## src/rtl/serial_pattern_tx.sv

```systemverilog
// Serial bit-pattern transmitter: shifts a latched pattern out MSB-first on ser_out_o,
// one bit per programmable period, optionally repeated back-to-back.
module serial_pattern_tx #(
    parameter int MAX_LEN = 16,
    parameter int DIV_W   = 16,
    parameter int LEN_W   = $clog2(MAX_LEN + 1)
) (
    input  logic               clk,
    input  logic               rst,
    input  logic               start_i,
    input  logic               abort_i,
    input  logic [MAX_LEN-1:0] pattern_i,
    input  logic [LEN_W-1:0]   len_i,
    input  logic [DIV_W-1:0]   bit_div_i,
    input  logic [7:0]         reps_i,
    output logic               ser_out_o,
    output logic               bit_strobe_o,
    output logic               busy_o,
    output logic               done_o,
    output logic [LEN_W-1:0]   bit_idx_o
);

    typedef enum logic [1:0] {
        IDLE  = 2'd0,
        SHIFT = 2'd1,
        DONE  = 2'd2
    } state_t;

    state_t             state_q;
    logic [MAX_LEN-1:0] pat_q;
    logic [LEN_W-1:0]   len_q;
    logic [DIV_W-1:0]   div_q;
    logic [DIV_W-1:0]   div_cnt_q;
    logic [7:0]         rep_cnt_q;
    logic [LEN_W-1:0]   bit_idx_q;
    logic               busy_q;
    logic               done_q;
    logic               strobe_q;

    logic [LEN_W-1:0]   len_d;
    logic [MAX_LEN-1:0] pat_shift;

    // NOTE: every always_comb output gets an unconditional assignment so no latch is inferred.
    always_comb begin
        len_d = (len_i > LEN_W'(MAX_LEN)) ? LEN_W'(MAX_LEN) : len_i;
    end

    // NOTE: state registers use non-blocking assignments so all of them update together at the edge.
    always_ff @(posedge clk or posedge rst) begin
        if (rst) begin
            state_q   <= IDLE;
            pat_q     <= '0;
            len_q     <= '0;
            div_q     <= '0;
            div_cnt_q <= '0;
            rep_cnt_q <= '0;
            bit_idx_q <= '0;
            busy_q    <= 1'b0;
            done_q    <= 1'b0;
            strobe_q  <= 1'b0;
        end else begin
            strobe_q <= 1'b0;
            done_q   <= 1'b0;
            case (state_q)
                IDLE: begin
                    if (start_i) begin
                        pat_q     <= pattern_i;
                        len_q     <= len_d;
                        div_q     <= bit_div_i;
                        rep_cnt_q <= reps_i;
                        div_cnt_q <= '0;
                        if (len_d != '0) begin
                            state_q   <= SHIFT;
                            bit_idx_q <= len_d - LEN_W'(1);
                            busy_q    <= 1'b1;
                            strobe_q  <= 1'b1;
                        end else begin
                            state_q <= DONE;
                            done_q  <= 1'b1;
                        end
                    end
                end
                SHIFT: begin
                    if (abort_i) begin
                        state_q   <= IDLE;
                        busy_q    <= 1'b0;
                        bit_idx_q <= '0;
                        div_cnt_q <= '0;
                        rep_cnt_q <= '0;
                    end else if (div_cnt_q == div_q) begin
                        div_cnt_q <= '0;
                        if (bit_idx_q != '0) begin
                            bit_idx_q <= bit_idx_q - LEN_W'(1);
                            strobe_q  <= 1'b1;
                        end else if (rep_cnt_q != 8'd0) begin
                            // Reload for the next repetition with no idle gap.
                            rep_cnt_q <= rep_cnt_q - 8'd1;
                            bit_idx_q <= len_q - LEN_W'(1);
                            strobe_q  <= 1'b1;
                        end else begin
                            state_q <= DONE;
                            busy_q  <= 1'b0;
                            done_q  <= 1'b1;
                        end
                    end else begin
                        div_cnt_q <= div_cnt_q + DIV_W'(1);
                    end
                end
                DONE: begin
                    state_q <= IDLE;
                end
                default: begin
                    state_q <= IDLE;
                end
            endcase
        end
    end

    // Variable shift avoids a mismatched-width bit select on the shadow pattern.
    assign pat_shift    = pat_q >> bit_idx_q;
    assign ser_out_o    = (state_q == SHIFT) & pat_shift[0];
    assign bit_idx_o    = bit_idx_q;
    assign bit_strobe_o = strobe_q;
    assign busy_o       = busy_q;
    assign done_o       = done_q;

endmodule
```

## config.mk

```make
export PLATFORM = sky130hd
export DESIGN_NAME = serial_pattern_tx
export DESIGN_NICKNAME = d
export VERILOG_FILES = /design/src/rtl/serial_pattern_tx.sv
export SDC_FILE = /design/constraint.sdc
export NUM_CORES = 1
export LEC_CHECK = 0
export ABC_AREA = 1
export CAP_MARGIN = 25
export CORE_ASPECT_RATIO = 0.6
export CORE_MARGIN = 3
export CORE_UTILIZATION = 45
export DETAILED_ROUTE_END_ITERATION = 16
export PLACE_DENSITY = 0.82
export SKIP_CTS_REPAIR_TIMING = 1
export SLEW_MARGIN = 20
export SYNTH_ARGS = -nofsm -noshare
export SYNTH_HDL_FRONTEND = slang
export SYNTH_SLANG_ARGS = --single-unit
```

## constraint.sdc

```tcl
create_clock -name clk -period 2 [get_ports clk]
set_input_delay 0.3 -clock clk [delete_from_list [all_inputs] [get_ports clk]]
set_output_delay 0.3 -clock clk [all_outputs]
set_load 0.03 [all_outputs]
```

==> results.sh <==
export IMPL_outcome="finished with violations"
export IMPL_violations="setup timing"
export IMPL_antennaDiodeCount=0
export IMPL_cts_max_level=3
export IMPL_crit_family="flip-flops"
export IMPL_design_die_area_mm2=0.01011
export IMPL_power_per_cell_area_mw_per_mm2=1427
export IMPL_start_kind="register"
export IMPL_syn_to_final_growth_pct=29.93
export IMPL_track_usage=0.2087
export IMPL_synth_edf_count=0
export IMPL_fillCellCount=712
export IMPL_drc=0
export IMPL_max_freq_mhz=486.0
export IMPL_initial_core_util=0.4855
export IMPL_whs_ps=319.4
export IMPL_die_h_um=79.11
export IMPL_synthCells=539
export IMPL_nets=666
export IMPL_wirelength_mm=9.889
export IMPL_max_stage_delay_ps=470
export IMPL_worstMarginPinSlew_ps=458.5
export IMPL_cts_clk_slew_worst_paths_ps=60
export IMPL_layout_common_cells="nand2_1, dfrtp_1, clkdlybuf4s50_1"
export IMPL_syn_avg_cell_area_um2=7.438
export IMPL_drt_iter0_drc=316
export IMPL_io_pins=58
export IMPL_fin_crit_sh=1.029
export IMPL_ant_nets=0
export IMPL_period_needed_ps=2058
export IMPL_grt_pass1_vias=3534
export IMPL_skew_ps=5.661
export IMPL_netlist_area_mm2=0.004009
export IMPL_clockBufferDepth=2
export IMPL_yosysWarnings=0
export IMPL_dp_hpwl_mm=7.091
export IMPL_cts_tree="done"
export IMPL_rows=25
export IMPL_synthArstFlopShare=1.000
export IMPL_drive_above_1_share=0.1524
export IMPL_p_leak_nw=2.489
export IMPL_portBuffers=57
export IMPL_gp_congestion=0.9511
export IMPL_placeableCoreArea_mm2=0.008258
export IMPL_dp_slack_ps=-183.1
export IMPL_synth_top_flop_cell="dfrtp_1"
export IMPL_hold_class="primary input to asynchronous set/reset pin"
export IMPL_wl_per_cell_um=13.64
export IMPL_cts_made_buffers=9
export IMPL_path_buf_inv=2
export IMPL_clk_latency_ps=340
export IMPL_multi_input_area_mm2=0.001889
export IMPL_grt_ovfl_total=0
export IMPL_ir_worst_vdd_uv=758.7
export IMPL_setup_tns_ps=-57.62
export IMPL_synthDistinctLibCells=36
export IMPL_grt_max_degree=56
export IMPL_detail_route_first_pass_iterations=6
export IMPL_clock_sinks=71
export IMPL_slew_limit_headroom=0.6937
export IMPL_cp_arrival_ps=1760
export IMPL_drv_slew=0
export IMPL_yosys_register_bits=71
export IMPL_finalHoldViolations=0
export IMPL_critPathRequiredTime_ps=1700
export IMPL_ys_seq_area_frac=0.4432
export IMPL_setup_viol=1
export IMPL_vias_per_cell=5.105
export IMPL_critical_path_max_fanout=6
export IMPL_die_x_um=127.9
export IMPL_grt_pass1_wl_mm=16.69
export IMPL_final_setup_worst_slack_ps=-57.62
export IMPL_seq_area_mm2=0.001779
export IMPL_final_common_cell="nand2_1"
export IMPL_vias=3701
export IMPL_path_class="register to output port"
export IMPL_timing_critical_path_slowest_stage_cell="dfrtp_2"
export IMPL_root_buffer="clkbuf_16"
export IMPL_syn_nets=593
export IMPL_rsz0062_at_grt="true"
export IMPL_endpoint_kind="output port"
export IMPL_antenna_found_initial=0
export IMPL_crit_chain="buf_8 > nand2_1 > o21ai_1 > o22ai_1 > nand3_1 > a31oi_2 > buf_6"
export IMPL_cap_violations=0
[per-stage QoR]
step           cell area, µm²  utilization  cells  power (mW)
5_1_grt                  5209       0.6308    725       8.032
6_report                 5209       0.6308    725       7.433
2_1_floorplan            4019            -    539       4.549
4_1_cts                  5144       0.6229    723       7.299
3_5_place_dp             4797       0.5809    707       5.396
3_3_place_gp             4797       0.5809    707       5.284
[worst reg2reg max path, cell delays in order, from the launching register on]
cell     delay (ps)
dfrtp_2         460
nor2_1          120
nand2_1         100
inv_2            40
a31oi_1         210
ha_1            230
inv_1            40
nor2_1          170
nand3_1         110
nand2_1          70
o21ai_1          50
nand2_1          90
nand2_1          60
[path summary, 6_finish.rpt]
path	startpoint	end	slack [ps]	cells after the start
worst max-delay path	bit_idx_o[0]	ser_out_o	-60	7
worst min-delay path	rst	pat_q[0]	320	2
worst max register to register	bit_idx_o[0]	bit_idx_o[4]	140	12
worst min register to register	pat_q[2]	pat_q[2]	480	2
max in group asynchronous	rst	bit_idx_o[0]	1120	3
min in group clk	len_i[0]	len_q[0]	470	4
[flip-flops by register name, indices dropped and copies added, names as in the netlist]
register / count
state_q: 2
done_o: 1
rep_cnt_q: 8
div_q: 16
bit_strobe_o: 1
len_q: 5
busy_o: 1
bit_idx_o: 5
pat_q: 16
div_cnt_q: 16
[report_power, final]
part / internal [mW] / total (mW) / switching (mW)
sequential: 1.96 / 2.31 / 0.352
combinational: 1.24 / 3.27 / 2.03
clock: 1.25 / 1.86 / 0.610
total: 4.44 / 7.43 / 2.99
[synthesized netlist by cell type (6+ instances only)]
cell type | number | area (µm²)
o21ai_1 | 9 | 45.04
inv_2 | 20 | 75.07
nand3_1 | 18 | 90.09
nor3_1 | 9 | 45.04
o21ai_0 | 46 | 230.2
nor2_1 | 39 | 146.4
dfrtp_1 | 71 | 1777
o21ai_2 | 6 | 52.55
nand4_1 | 6 | 37.54
nand2_1 | 180 | 675.7
a21oi_1 | 13 | 65.06
nand2_2 | 7 | 43.79
inv_1 | 55 | 206.5
clkbuf_1 | 8 | 30.03
[layer usage]
metal  global-route usage  vias up  wire [µm]
li1                     -     1851          -
met1               0.2884     1696       4524
met2               0.3074      128       4389
met3              0.06720       26        768
met4              0.07627        0        206
met5                    0        -          0
[cells by family after synthesis]
group | count (synthesis) | synth area share
simple gates | 277 | 0.3090
buf+inv | 90 | 0.09020
compound gates | 89 | 0.1267
flops | 71 | 0.4432
xor+xnor | 7 | 0.01529
fa+ha+maj | 5 | 0.01561
[final cells by class]
type / instances / share of cell area
Sequential cell: 71 / 0.3416
Tap cell: 108 / 0.02594
Clock inverter: 6 / 0.02066
Timing Repair Buffer: 75 / 0.1465
Inverter: 77 / 0.05669
Multi-Input combinational cell: 378 / 0.3627
Clock buffer: 10 / 0.04588
No activity file was read; power rests on OpenSTA's default activity.
